File: config.mk
export PLATFORM = sky130hd
export DESIGN_NAME = univ_shift_reg
export DESIGN_NICKNAME = d
export VERILOG_FILES = /design/src/rtl/eld_pkg.sv /design/src/rtl/univ_shift_reg_sat_counter.sv /design/src/rtl/univ_shift_reg.sv
export SDC_FILE = /design/constraint.sdc
export NUM_CORES = 1
export LEC_CHECK = 0
export BUFFER_PORTS_ARGS = -buffer_cell sky130_fd_sc_hd__clkbuf_2
export CAP_MARGIN = 20
export CORE_MARGIN = 8
export CORE_UTILIZATION = 40
export DETAILED_ROUTE_END_ITERATION = 8
export PLACE_DENSITY = 0.71
export SLEW_MARGIN = 20
export SYNTH_ARGS = -nofsm -noshare
export SYNTH_HDL_FRONTEND = slang
export SYNTH_SLANG_ARGS = --single-unit
File: constraint.sdc
create_clock -name clk -period 1.7 [get_ports clk]
set_input_delay 0.425 -clock clk [delete_from_list [all_inputs] [get_ports clk]]
set_output_delay 0.425 -clock clk [all_outputs]
set_load 0.02 [all_outputs]
File: src/rtl/eld_pkg.sv
// Shared constants for the lab storage elements.
// The mode encoding is common to every block that drives a univ_shift_reg.
package eld_pkg;

   localparam logic [2:0] MODE_HOLD = 3'b000;
   localparam logic [2:0] MODE_SHR  = 3'b001;
   localparam logic [2:0] MODE_SHL  = 3'b010;
   localparam logic [2:0] MODE_ROR  = 3'b011;
   localparam logic [2:0] MODE_ROL  = 3'b100;
   localparam logic [2:0] MODE_LOAD = 3'b101;
   localparam logic [2:0] MODE_CLR  = 3'b110;
   localparam logic [2:0] MODE_SET  = 3'b111;

endpackage

File: src/rtl/univ_shift_reg_sat_counter.sv
// Saturating up-counter with a registered one-shot pulse on reaching MAX.
// Once saturated, further increments are ignored until clr or reset.
module sat_counter #(
   parameter int CNT_W = 4,
   parameter int MAX   = 8
) (
   input  logic             clk,
   input  logic             reset,
   input  logic             clr,
   input  logic             inc,
   output logic [CNT_W-1:0] count,
   output logic             hit_pulse
);

   localparam logic [CNT_W-1:0] MAX_V      = CNT_W'(MAX);
   localparam logic [CNT_W-1:0] MAX_MINUS1 = CNT_W'(MAX - 1);

   // The pulse fires only on the step into MAX, so holding at MAX cannot re-arm it.
   always_ff @(posedge clk) begin
      if (reset) begin
         count     <= '0;
         hit_pulse <= 1'b0;
      end else begin
         hit_pulse <= 1'b0;
         if (clr) begin
            count <= '0;
         end else if (inc && (count != MAX_V)) begin
            count     <= count + 1'b1;
            hit_pulse <= (count == MAX_MINUS1);
         end
      end
   end

endmodule

File: src/rtl/univ_shift_reg.sv
// Universal WIDTH-bit shift register: hold, shift, rotate, load, clear, set,
// with serial ports at both ends and a saturating shift counter.
module univ_shift_reg
   import eld_pkg::*;
#(
   parameter int               WIDTH     = 8,
   parameter logic [WIDTH-1:0] RESET_VAL = '0
) (
   input  logic                         clk,
   input  logic                         reset,
   input  logic                         en,
   input  logic [2:0]                   mode,
   input  logic [WIDTH-1:0]             in_D,
   input  logic                         ser_in_r,
   input  logic                         ser_in_l,
   output logic [WIDTH-1:0]             out_Q,
   output logic [WIDTH-1:0]             out_QBar,
   output logic                         ser_out_r,
   output logic                         ser_out_l,
   output logic [$clog2(WIDTH+1)-1:0]   shift_cnt,
   output logic                         cnt_done
);

   localparam int CNT_W = $clog2(WIDTH+1);

   logic [WIDTH-1:0] next_q;
   logic             is_shift;
   logic             is_reload;

   // Widened views let the same slicing serve WIDTH=1, where a rotate degenerates to hold.
   logic [WIDTH:0]   shr_ext;
   logic [WIDTH:0]   shl_ext;
   logic [WIDTH:0]   ror_ext;
   logic [WIDTH:0]   rol_ext;

   assign shr_ext = {ser_in_r, out_Q};
   assign shl_ext = {out_Q, ser_in_l};
   assign ror_ext = {out_Q[0], out_Q};
   assign rol_ext = {out_Q, out_Q[WIDTH-1]};

   always_comb begin
      next_q    = out_Q;
      is_shift  = 1'b0;
      is_reload = 1'b0;
      case (mode)
         MODE_SHR: begin
            next_q   = shr_ext[WIDTH:1];
            is_shift = 1'b1;
         end
         MODE_SHL: begin
            next_q   = shl_ext[WIDTH-1:0];
            is_shift = 1'b1;
         end
         MODE_ROR: begin
            next_q   = ror_ext[WIDTH:1];
            is_shift = 1'b1;
         end
         MODE_ROL: begin
            next_q   = rol_ext[WIDTH-1:0];
            is_shift = 1'b1;
         end
         MODE_LOAD: begin
            next_q    = in_D;
            is_reload = 1'b1;
         end
         MODE_CLR: begin
            next_q    = '0;
            is_reload = 1'b1;
         end
         MODE_SET: begin
            next_q    = '1;
            is_reload = 1'b1;
         end
         default: next_q = out_Q;
      endcase
   end

   always_ff @(posedge clk) begin
      if (reset) begin
         out_Q <= RESET_VAL;
      end else if (en) begin
         out_Q <= next_q;
      end
   end

   assign out_QBar  = ~out_Q;
   assign ser_out_r = out_Q[0];
   assign ser_out_l = out_Q[WIDTH-1];

   sat_counter #(
      .CNT_W (CNT_W),
      .MAX   (WIDTH)
   ) u_cnt (
      .clk       (clk),
      .reset     (reset),
      .clr       (en && is_reload),
      .inc       (en && is_shift),
      .count     (shift_cnt),
      .hit_pulse (cnt_done)
   );

endmodule

### After elaboration in Yosys (flattened, before gate mapping)

Cells that the tools add are included.

| word-level totals | value |
|---|---|
| input bits | 16 |
| register bits | 13 |
| word-level logic and storage cells | 27 |
| RAM bits | 0 |
| memory bits (read-only) | 0 |
| memories kept | 0 |
| output and inout port bits | 23 |
| latch bits | 0 |

| operators by class | value |
|---|---|
| shifts and indexed selects | 0 |
| reduce and logical (&&, ||, !) cells | 9 |
| magnitude comparators | 0 |
| add/subtract/negate cells | 1 |
| equality and inequality tests | 9 |
| divide/modulo/power cells | 0 |
| bitwise gates (word level) | 2 |
| mux-type cells | 3 |
| multiply operators | 0 |

Operators by type and width:

| cell | count |
|---|---|
| one-hot mux 8 bit (7 select lines) | 1 |
| equality test 3 bit (second input constant) | 4 |
| inverter 8 bit | 1 |
| nonzero test 7 bit | 1 |
| equality test 3 x 2 -> 1 bit (second input constant) | 2 |
| OR reduction 3 bit | 2 |
| adder 4 x 1 -> 4 bit (second input constant) | 1 |
| equality test 4 x 3 -> 1 bit (second input constant) | 1 |
| inequality test 4 bit (second input constant) | 1 |
| OR reduction 4 bit | 1 |
| equality test 3 x 1 -> 1 bit (second input constant) | 1 |
| logical AND 1 bit | 3 |
| 2-to-1 mux 1 bit | 2 |
| AND reduction 2 bit | 1 |
| OR reduction 2 bit | 1 |
| inverter 1 bit | 1 |

### Depth between registers and ports, before layout

Gate-level depths: netlist of the first run.

| logic depth | value |
|---|---|
| depth in word-level cells | 7 |
| mapped depth | 6 |
| depth with buffers taken out | 6 |

### Cells and area by module

Synthesis of the first run repeated with hierarchy kept, for this count alone.

| second synthesis, totals | value |
|---|---|
| cell total of the unflattened synthesis | 103 |
| area total of the unflattened synthesis | 889.6 µm² |

By module, submodules not included:

| module | cells an instance | area an instance (µm²) | instances | sequential area each (µm²) |
|---|---|---|---|---|
| univ_shift_reg | 77 | 655.6 | 1 | 160.2 |
| sat_counter | 26 | 234.0 | 1 | 100.1 |

### Worst setup path before layout of the first run

No wires, ideal clock.

| timing | value |
|---|---|
| path type | input -> register |
| start | input mode[0] |
| end | register out_Q[7] |
| setup slack | 304 ps |
| buffers on the path | 1 |
| library setup time | 130 ps |
| arrival | 1,266 ps |
| stages | 5 |
| data required time | 1,570 ps |
| cell sequence | or3_4 and2_1 buf_6 o21ai_0 o32ai_2 |

| between the ends | value |
|---|---|
| word-level cells in the longest chain between the ends | 3 |
| elaborated cells between the ends (all ways) | 10 |
| those cells by class | eq/ne (7); mux (1); reduce/logical (2) |

Ends and longest elaborated chain:

| what | RTL line | source |
|---|---|---|
| from (decl) | univ_shift_reg.sv:12 | `input logic [2:0] mode,` |
| equality test 3 bit, or another cell as far along | univ_shift_reg.sv:45 | `case (mode)` |
| nonzero test 7 bit (no source line) | -- |  |
| AND reduction 2 bit (no source line) | -- |  |
| to (signal assigned) | univ_shift_reg.sv:82 | `out_Q <= next_q;` |
| to (decl) | univ_shift_reg.sv:16 | `output logic [WIDTH-1:0] out_Q,` |

Parallel ways exist; a longest one is shown, timed or not.
A chain may end at the register's enable or synchronous reset.

### Worst setup path in the final report of the first run

| timing | value |
|---|---|
| start | register out_Q[7] |
| end | output out_QBar[7] |

| between the ends | value |
|---|---|
| word-level cells in the longest chain between the ends | 1 |

Ends and longest elaborated chain:

| what | RTL line | source |
|---|---|---|
| inverter 8 bit | univ_shift_reg.sv:86 | `assign out_QBar = ~out_Q;` |
| to (decl) | univ_shift_reg.sv:17 | `output logic [WIDTH-1:0] out_QBar,` |

No other way between the ends.

==> results of run 1 <==
[synth_stat cells (2+ instances only)]
cell | number | area share (%)
a21oi_1 | 3 | 1.9
a311oi_1 | 7 | 7.8
buf_4 | 3 | 2.9
dfxtp_1 | 13 | 33
ha_1 | 2 | 3.2
inv_1 | 12 | 5.7
nand2_1 | 7 | 3.3
nand2b_1 | 4 | 3.2
nand3b_1 | 2 | 1.9
nand4_1 | 3 | 2.4
nor2_1 | 13 | 6.2
o21ai_0 | 3 | 1.9
o221ai_1 | 7 | 7.8
[logic make-up after synthesis]
| family | after synthesis | synth area share, % |
|---|---|---|
| compound gates | 26 | 27.0 |
| simple gates | 34 | 21.6 |
| mux | 1 | 1.27 |
| flops | 13 | 33.1 |
| fa+ha+maj | 2 | 3.18 |
| xor+xnor | 2 | 2.23 |
| buf+inv | 19 | 11.6 |
[routing by layer]
layer | GRT usage (%) | up-vias | share of wire, %
met1 | 12.2 | 382 | 41
met4 | 4.76 | 0 | 0.85
met3 | 5.51 | 4 | 8.1
met5 | 0 | - | 0
li1 | - | 422 | -
met2 | 22.4 | 25 | 50
[sequential cells by signal, indices dropped and copies added (netlist names)]
signal and cells:
out_Q 8, u_cnt.count 4, u_cnt.hit_pulse 1
[worst max path at each step]
stage                     startpoint                     to  slack, ns  cells past startpoint
2_1_floorplan                mode[0]  out_Q[7]$_SDFFE_PP0P_       0.30                      5
3_3_place_gp                 mode[0]  out_Q[7]$_SDFFE_PP0P_       0.12                      5
3_5_place_dp                 mode[0]  out_Q[7]$_SDFFE_PP0P_       0.10                      5
4_1_cts        out_Q[7]$_SDFFE_PP0P_            out_QBar[7]       0.32                      2
5_1_grt        out_Q[0]$_SDFFE_PP0P_            out_QBar[0]       0.28                      2
6_report       out_Q[7]$_SDFFE_PP0P_            out_QBar[7]       0.33                      2
[where the power goes]
group	internal (mW)	switching (mW)	total, mW
Clock	0.0912	0.106	0.197
Sequential	0.323	0.0221	0.345
Combinational	0.0806	0.131	0.211
Total	0.495	0.259	0.753
[metrics by stage]
stage	utilization, %	power (mW)
after floorplan	-	0.494
after global placement	51.5	0.562
after detailed placement	51.5	0.564
after CTS	52.9	0.760
after global routing	52.9	0.798
final	52.9	0.753
[worst register-to-register path, cell delays in order (launching register included)]
cell	delay, ns
dfxtp_1	0.38
inv_1	0.09
ha_1	0.19
nand3b_1	0.10
nand4_1	0.17
mux2i_1	0.19
nor2_1	0.05
[final cells by class]
class,instances,share of cell area (%)
tap,27,3.36
timing repair buffer,40,20.4
sequential,13,25.9
clock buffer,4,2.61
multi-input combinational,65,43.3
inverter,12,4.48
==> key figures, run 1 <==
Worst setup path
  • Setup crit end kind: output port
  • Crit path buf inv count: 2
  • Crit Path Max Fanout: 4
  • CP required: 1.27 ns
  • CP max-delay cell: dfxtp_1
  • CP Cell Sequence: inv_1 -> clkbuf_2
  • Critical path class: flop to output port
  • CP Launch Type: flop
  • R2R depth: 6
  • CP top delay family: flip-flops
  • Reg2reg end: u_cnt.count[1]$_SDFFE_PP0P_
  • Worst r2r src: u_cnt.count[0]$_SDFFE_PP0P_
  • R2R setup slack: between 0.4 and 0.5 ns
  • Worst Path Arrival: 0.95 ns
  • Max stage delay on crit path: ~0.34 ns

Hold path
  • Hold path start: reset
  • Hold WC Path Type: primary input to flop
  • Hold Path Stages: 2
  • Min-Delay Endpoint: out_Q[5]$_SDFFE_PP0P_

Floorplan
  • Chip Width: ~60 um
  • IO Pins: 39
  • Die footprint: about 3600 sq um
  • CORE AREA: 1900 sq um
  • Die height: around 60 um
  • Std cell rows: 16
  • Starting Density: between 40% and 50%

Timing
  • Skew final: slightly below 0.0005 ns
  • F_max: ~730 MHz
  • Relative slew slack: about 78%
  • Setup WS post-layout: 0.329 ns
  • Final setup violation count: 0
  • Final Hold Fails: 0
  • Hold Worst Slack: between 0.4 and 0.5 ns
  • Fin crit period: between 1 and 1.5 ns
  • Setup TNS after final layout: 0 ns
  • Worst Tran Pin Value: between 0.3 and 0.4 ns
  • Slew Viols, Final: 0
  • RSZ-0062 raised after global routing: false
  • Final Cycle Share: about four fifths

GRT
  • Gr usage total: ~12%
  • Largest net degree at the start of global routing: 14
  • Global-route wire length before repair: between 3 and 4 mm
  • Remaining global-route overflow: 0
  • Initial antenna violation count: 0
  • Vias in the first global route: between 700 and 800

Drt
  • Drt wl/cell: 13.2 um
  • Routed Antenna Nets: 0
  • Final WL: 2.13 mm
  • 1st-pass router iterations: 4
  • Drc violations: 0
  • Iteration-0 DRC Markers: 13
  • DR vias/cell: 5.17
  • Vias: 833

Yosys
  • Synth warn: 0
  • Post-Syn Instances: 97
  • Netlist cell types: 31
  • Async S/R FF share, synth: 0%
  • Register bit total from synthesis: 13
  • Post-Syn Nets: between 100 and 150
  • Ys flop type: dfxtp_1
  • Mapped Area: between 700 and 800 sq um
  • Post-synthesis sequential area ratio: 33.1%
  • Syn avg cell area: 8.11 sq um
  • Number of flops mapped to enable cells by yosys: 0

Clock network
  • CTS buffer count: 3
  • Worst-Skew Late Latency: 0.28 ns
  • Hold_buf cts: 0
  • Reg clk slew, reported paths: roughly 0.080 ns
  • Post-CTS setup buffer count: 0
  • CTS sink cnt: 13
  • Post-CTS sizing: 0
  • Root Driver: clkbuf_4
  • Htree depth: 1
  • CTS tree: yes
  • Worst-case clock buffer depth: 2

Cells and area
  • Design area: between 1000 and 1500 sq um
  • Register area: about 260 sq um
  • Most common cell after layout, fill and taps aside: clkbuf_2
  • Fill count: between 150 and 200
  • Layout Area Growth over Synthesis: 27.8%
  • Multi-input gate area: ~440 sq um
  • Diode count: 0
  • Layout Nets: roughly 150
  • Fraction of layout cells with a size suffix above 1: between 30% and 40%
  • Post-Layout Cell Count: 161
  • Most frequent cells in the layout: clkbuf_2 (38), nor2_1 (13), dfxtp_1 (13)

Power and ir drop
  • Leakage power total: ~0.45 nW
  • Pwr dens: 749 nW/um^2
  • Max IR drop VDD: between 0.0004 and 0.0005 V

Placement
  • Placed insts: 157
  • DP HPWL: around 1.7 mm
  • Pre-CTS setup slack: 0.100 ns
  • Gpl congestion: approximately 0.84
  • Post-DP Area: around 980 sq um
  • Port Buffers: 38

Run
  • MaxCap Viol Count: 0

Status
  • Status: finished clean
Note: power is estimated with default switching activity, not from simulation.
==> run 2, diff against run 1 <==
--- a/config.mk
+++ b/config.mk
@@ -10,7 +10,7 @@
 export CORE_MARGIN = 8
 export CORE_UTILIZATION = 40
 export DETAILED_ROUTE_END_ITERATION = 8
-export PLACE_DENSITY = 0.71
+export PLACE_DENSITY = 0.74
 export SLEW_MARGIN = 20
 export SYNTH_ARGS = -nofsm -noshare
 export SYNTH_HDL_FRONTEND = slang
==> constraint.sdc (replaced) <==
create_clock -name clk -period 1.2 [get_ports clk]
set_input_delay 0.3 -clock clk [delete_from_list [all_inputs] [get_ports clk]]
set_output_delay 0.3 -clock clk [all_outputs]
set_load 0.02 [all_outputs]
==> run 2 against run 1 <==
Against the previous run: the flow now finishes with violations (negative setup slack); via count up 7.8%; critical endpoint is now shift_cnt[0]; combinational power up 73%; critical path type unchanged; global-route usage up 1.0 points; routed wire length up 13%; sequential share of layout area down 1.9 points; flip-flop and latch count unchanged; worst hold slack worse by 0.18 ns; cell count up 8.7%.
==> key figures, run 2 (same netlist as run 1, synthesis figures left out) <==
Clock network
  • CTS buffer count: 3
  • Root Driver: clkbuf_4
  • CTS sink cnt: 13
  • Worst-Skew Late Latency: between 0.2 and 0.3 ns
  • Hold_buf cts: 0
  • Worst-case clock buffer depth: 2
  • Htree depth: 1
  • Reg clk slew, reported paths: 0.08 ns
  • CTS tree: yes

Cells and area
  • Post-layout util: 62.9%
  • Layout Area Growth over Synthesis: 52.0%
  • Fraction of layout cells with a size suffix above 1: a little over half
  • Largest regs: out_Q x8, u_cnt.count x4, u_cnt.hit_pulse x1
  • Most flop-heavy register: out_Q
  • Layout Nets: 167
  • Diode count: 0
  • Post-Layout Cell Count: around 180
  • Largest register FFs: 8
  • Most frequent cells in the layout: clkbuf_2 (35), buf_4 (17), nor2_1 (13)
  • Most common cell after layout, fill and taps aside: clkbuf_2

Floorplan
  • Die footprint: between 3000 and 4000 sq um
  • Std cell rows: 16
  • Die height: 60.4 um
  • Starting Density: between 40% and 50%
  • IO Pins: 39
  • Chip Width: slightly above 60 um
  • CORE AREA: approximately 1900 sq um

Power and ir drop
  • Logic gate share of total power: 32.2%
  • Sequential power share: 43.3%
  • Pwr dens: around 950 nW/um^2
  • Max IR drop VDD: a little over 0.0008 V
  • Clock share of power: around 24%
  • Sw Ratio: 33.9%
  • Leakage power total: 0.531 nW
  • Power Total: between 1 and 1.5 mW
  • Int Pwr: 751 uW
  • Psw: 385 uW

Timing
  • Relative slew slack: 83.6%
  • Skew final: between 0.008 and 0.009 ns
  • Worst Tran Pin Value: 0.244 ns
  • Slew Viols, Final: 0
  • RSZ-0062 raised after global routing: true
  • Final Cycle Share: 101%
  • Setup TNS after final layout: -0.00741 ns
  • Final Hold Fails: 0
  • Setup WS post-layout: -0.00741 ns
  • F_max: just over 800 MHz
  • Final setup violation count: 1
  • Fin crit period: approximately 1.2 ns

Drt
  • Met1 WL: 892 um
  • Vias: around 900
  • Iteration-0 DRC Markers: 14
  • Met2 WL: 1.24 mm
  • Routed Antenna Nets: 0
  • DR vias/cell: 5.13
  • Met3 routed WL: around 240 um
  • 1st-pass router iterations: 4
  • Drc violations: 0
  • Uppermost layer routed: met4
  • Drt wl/cell: 13.8 um
  • Final WL: roughly 2.4 mm

Placement
  • Port Buffers: 38
  • Placed insts: between 150 and 200
  • Pre-CTS setup slack: -0.199 ns
  • DP HPWL: approximately 1.9 mm
  • Gpl congestion: slightly above 0.8

Worst setup path
  • Worst path depth: 2
  • CP Cell Sequence: buf_4 -> buf_8
  • Critical Path Source: u_cnt.count[0]$_SDFFE_PP0P_
  • CP Launch Type: flop
  • Crit Path Max Fanout: 3
  • Setup crit end kind: output port
  • Worst Path Arrival: roughly 0.9 ns
  • CP top delay family: flip-flops
  • Worst r2r src: u_cnt.count[1]$_SDFFE_PP0P_
  • Max stage delay on crit path: between 0.3 and 0.4 ns
  • Crit path buf inv count: 2
  • R2R depth: 6
  • CP max-delay cell: dfxtp_4
  • CP required: roughly 0.90 ns
  • Critical path class: flop to output port

GRT
  • Vias in the first global route: 891
  • Gr usage total: a little over an eighth
  • Initial antenna violation count: 0
  • Global-route wire length before repair: between 3 and 4 mm
  • Largest net degree at the start of global routing: 10
  • Remaining global-route overflow: 0

Status
  • Failing checks: negative setup slack
  • Status: finished with violations

Hold path
  • Hold Path Stages: 2
  • Hold WC Path Type: primary input to flop
  • Hold path start: reset

Run
  • MaxCap Viol Count: 0
-- run 2: cell count changes in the layout (fill, tap and decap cells not counted), sizes merged --
cell / change
clkbuf: -2
buf: +16
-- run 2: final timing paths --
check / endpoint / slack, ns
worst max-delay path: shift_cnt[0] / -0.007
worst min-delay path: out_Q[7]$_SDFFE_PP0P_ / 0.28
worst max register to register: u_cnt.count[1]$_SDFFE_PP0P_ / 0.02
worst min register to register: u_cnt.hit_pulse$_SDFF_PP0_ / 0.47
-- run 2: area by class of cell --
cell class,count,area [sq um]
clock buffers,4,26.3
flip-flops and latches,13,287
repair buffers,54,332
inverters,12,52.6
well taps,27,33.8
multi-input cells,65,465
fillers,183,706
-- run 2: metal layers --
| metal | global-route usage (%) | up-vias |
|---|---|---|
| li1 | - | 455 |
| met1 | 12.8 | 406 |
| met2 | 25.3 | 34 |
| met3 | 5.08 | 3 |
| met4 | 5.44 | 0 |
| met5 | 0 | - |
-- run 2: power groups by stage --
stage | Clock (mW) | Combinational, mW | Sequential, mW
finish | 0.277 | 0.366 | 0.492
global route | 0.301 | 0.400 | 0.497
CTS | 0.290 | 0.349 | 0.493
detailed placement | 0 | 0.338 | 0.498
global placement | 0 | 0.331 | 0.495
floorplan | 0 | 0.178 | 0.525
-- run 2: what timing repair did --
item / CTS / global route
pin swaps: 1 / 3
gates resized for setup: 13 / 17
buffers inserted: 2 / 2
setup endpoints to repair: 14 / 13
-- run 2: worst register-to-register path: stages (launching register included) --
cell      delay, ns
dfxtp_4        0.38
inv_4          0.04
ha_4           0.14
nand3b_1       0.10
nand4_1        0.16
mux2i_1        0.19
nor2_1         0.06
-- run 2: stage by stage --
stage	instance area [sq um]	hold slack [ns]
final	1200	0.277
after global routing	1200	0.294
after CTS	1130	0.270
after detailed placement	1070	0.507
after global placement	1070	0.488
after floorplan	798	0.484
==> run 3, diff against run 2 <==
--- a/config.mk
+++ b/config.mk
@@ -7,7 +7,7 @@
 export LEC_CHECK = 0
 export BUFFER_PORTS_ARGS = -buffer_cell sky130_fd_sc_hd__clkbuf_2
 export CAP_MARGIN = 20
-export CORE_MARGIN = 8
+export CORE_MARGIN = 3
 export CORE_UTILIZATION = 40
 export DETAILED_ROUTE_END_ITERATION = 8
 export PLACE_DENSITY = 0.74
==> run 3 against run 2 <==
Against the previous run: non-clock buffer count increased by 1; sequential share of layout area decreased by 0.16 points; clock power about the same; critical endpoint unchanged; setup slack improved by 0.015 ns; the run now ends clean.
==> key figures, run 3 (same netlist as run 1, synthesis figures left out) <==
Worst setup path
  • Worst Path Arrival: 0.89 ns
  • Reg2reg end: u_cnt.count[0]$_SDFFE_PP0P_
  • Worst r2r src: u_cnt.count[0]$_SDFFE_PP0P_
  • CP required: roughly 0.90 ns
  • Crit Path Max Fanout: 3
  • R2R depth: 6
  • CP max-delay cell: dfxtp_4
  • CP top delay family: flip-flops
  • CP Cell Sequence: buf_4 -> buf_8
  • CP Launch Type: flop
  • Setup crit end kind: output port
  • Max stage delay on crit path: approximately 0.35 ns
  • R2R setup slack: roughly 0.030 ns
  • Critical path class: flop to output port
  • Crit path buf inv count: 2

Placement
  • Gpl congestion: 0.775
  • Port Buffers: 38
  • DP HPWL: 1.66 mm
  • Placed insts: 168

GRT
  • Gr usage total: between 15 and 20%
  • Initial antenna violation count: 0
  • Global-route wire length before repair: between 3 and 4 mm
  • Largest net degree at the start of global routing: 10
  • Remaining global-route overflow: 0
  • Vias in the first global route: 788

Power and ir drop
  • Max IR drop VDD: ~0.00080 V
  • Power Total: 1.13 mW
  • Pwr dens: 951 nW/um^2
  • Leakage power total: 0.533 nW

Clock network
  • Root Driver: clkbuf_4
  • Htree depth: 1
  • CTS sink cnt: 13
  • CTS buffer count: 3
  • CTS tree: yes
  • Worst-case clock buffer depth: 2
  • Worst-Skew Late Latency: about 0.28 ns
  • Reg clk slew, reported paths: roughly 0.090 ns
  • Hold_buf cts: 0

Floorplan
  • IO Pins: 39
  • Std cell rows: 15
  • Die height: 50.4 um
  • Chip Width: 50.4 um
  • Starting Density: between 40 and 50%
  • CORE AREA: 1780 sq um
  • Die footprint: approximately 2500 sq um

Cells and area
  • Largest register FFs: 8
  • Layout Nets: between 150 and 200
  • Fraction of layout cells with a size suffix above 1: a little under three fifths
  • Most frequent cells in the layout: clkbuf_2 (34), buf_4 (17), nor2_1 (13)
  • Diode count: 0
  • Post-Layout Cell Count: about 170
  • Most common cell after layout, fill and taps aside: clkbuf_2
  • Most flop-heavy register: out_Q
  • Largest regs: out_Q x8, u_cnt.count x4, u_cnt.hit_pulse x1
  • Layout Area Growth over Synthesis: 51.0%

Timing
  • F_max: between 800 and 900 MHz
  • Skew final: around 0.0078 ns
  • Worst Tran Pin Value: ~0.28 ns
  • Final Cycle Share: 99.3%
  • Fin crit period: approximately 1.2 ns
  • Slew Viols, Final: 0
  • Hold Worst Slack: 0.234 ns
  • Final setup violation count: 0
  • Final Hold Fails: 0
  • Relative slew slack: 81.3%
  • RSZ-0062 raised after global routing: true

Drt
  • Final WL: 2.11 mm
  • Vias: 900
  • Drc violations: 0
  • 1st-pass router iterations: 4
  • Routed Antenna Nets: 0
  • Drt wl/cell: 12.1 um
  • DR vias/cell: just over 5
  • Iteration-0 DRC Markers: 5

Hold path
  • Hold Path Stages: 2
  • Min-Delay Endpoint: out_Q[1]$_SDFFE_PP0P_
  • Hold WC Path Type: primary input to flop
  • Hold path start: reset

Run
  • MaxCap Viol Count: 0

Status
  • Status: finished clean
==> run 3: repair_timing <==
action                     in CTS  in global routing
setup endpoints to repair       8                 19
gates resized for setup         7                 20
hold endpoints to repair        0                  0
pin swaps                       1                  6
buffers inserted                0                  2
==> run 3: through the flow <==
| step | TNS (ns) | utilization [%] | worst slack, ns | cell area, sq um |
|---|---|---|---|---|
| floorplan | -0.0313 | - | -0.00761 | 798 |
| global placement | -1.23 | 60.9 | -0.145 | 1090 |
| detailed placement | -1.68 | 60.9 | -0.156 | 1090 |
| CTS | -0.0169 | 63.6 | -0.00913 | 1130 |
| global route | -0.176 | 66.7 | -0.0546 | 1190 |
| finish | 0 | 66.7 | 0.00787 | 1190 |
==> run 3: final cells by class <==
class / instances / area (sq um)
Timing Repair Buffer: 55 / 343
Inverter: 12 / 47.5
Clock buffer: 4 / 26.3
Fill cell: 159 / 594
Sequential cell: 13 / 283
Multi-Input combinational cell: 65 / 458
Tap cell: 25 / 31.3
==> run 3: worst max path at each step <==
stage	slack [ns]	start	end	cells past startpoint
after floorplan	-0.008	mode[0]	out_Q[7]$_SDFFE_PP0P_	5
after global placement	-0.15	mode[1]	u_cnt.count[1]$_SDFFE_PP0P_	5
after detailed placement	-0.16	mode[1]	u_cnt.count[1]$_SDFFE_PP0P_	5
after CTS	-0.009	u_cnt.count[0]$_SDFFE_PP0P_	shift_cnt[0]	2
after global routing	-0.05	u_cnt.count[0]$_SDFFE_PP0P_	u_cnt.count[0]$_SDFFE_PP0P_	6
final	0.008	u_cnt.count[0]$_SDFFE_PP0P_	shift_cnt[0]	2
==> run 3: layer usage <==
metal,part of all wire (%),GRT usage (%),up-vias
met5,0,0,-
met4,0.38,5.38,0
met3,7.5,6.82,2
met2,53,33.3,30
met1,39,18.9,412
li1,-,-,456
==> run 3: report_power, final <==
group | internal (mW) | switching [mW]
clock | 0.129 | 0.149
sequential | 0.461 | 0.0297
combinational | 0.164 | 0.198
==> run 3: worst register-to-register path, delay by kind of cell, from the launching register on <==
family	cells	cell delay [ns]
xor gates and xnor gates	1	0.19
buffers and inverters	1	0.05
DFF	1	0.35
adders and majority gates	1	0.14
and+or+nand+nor	3	0.34
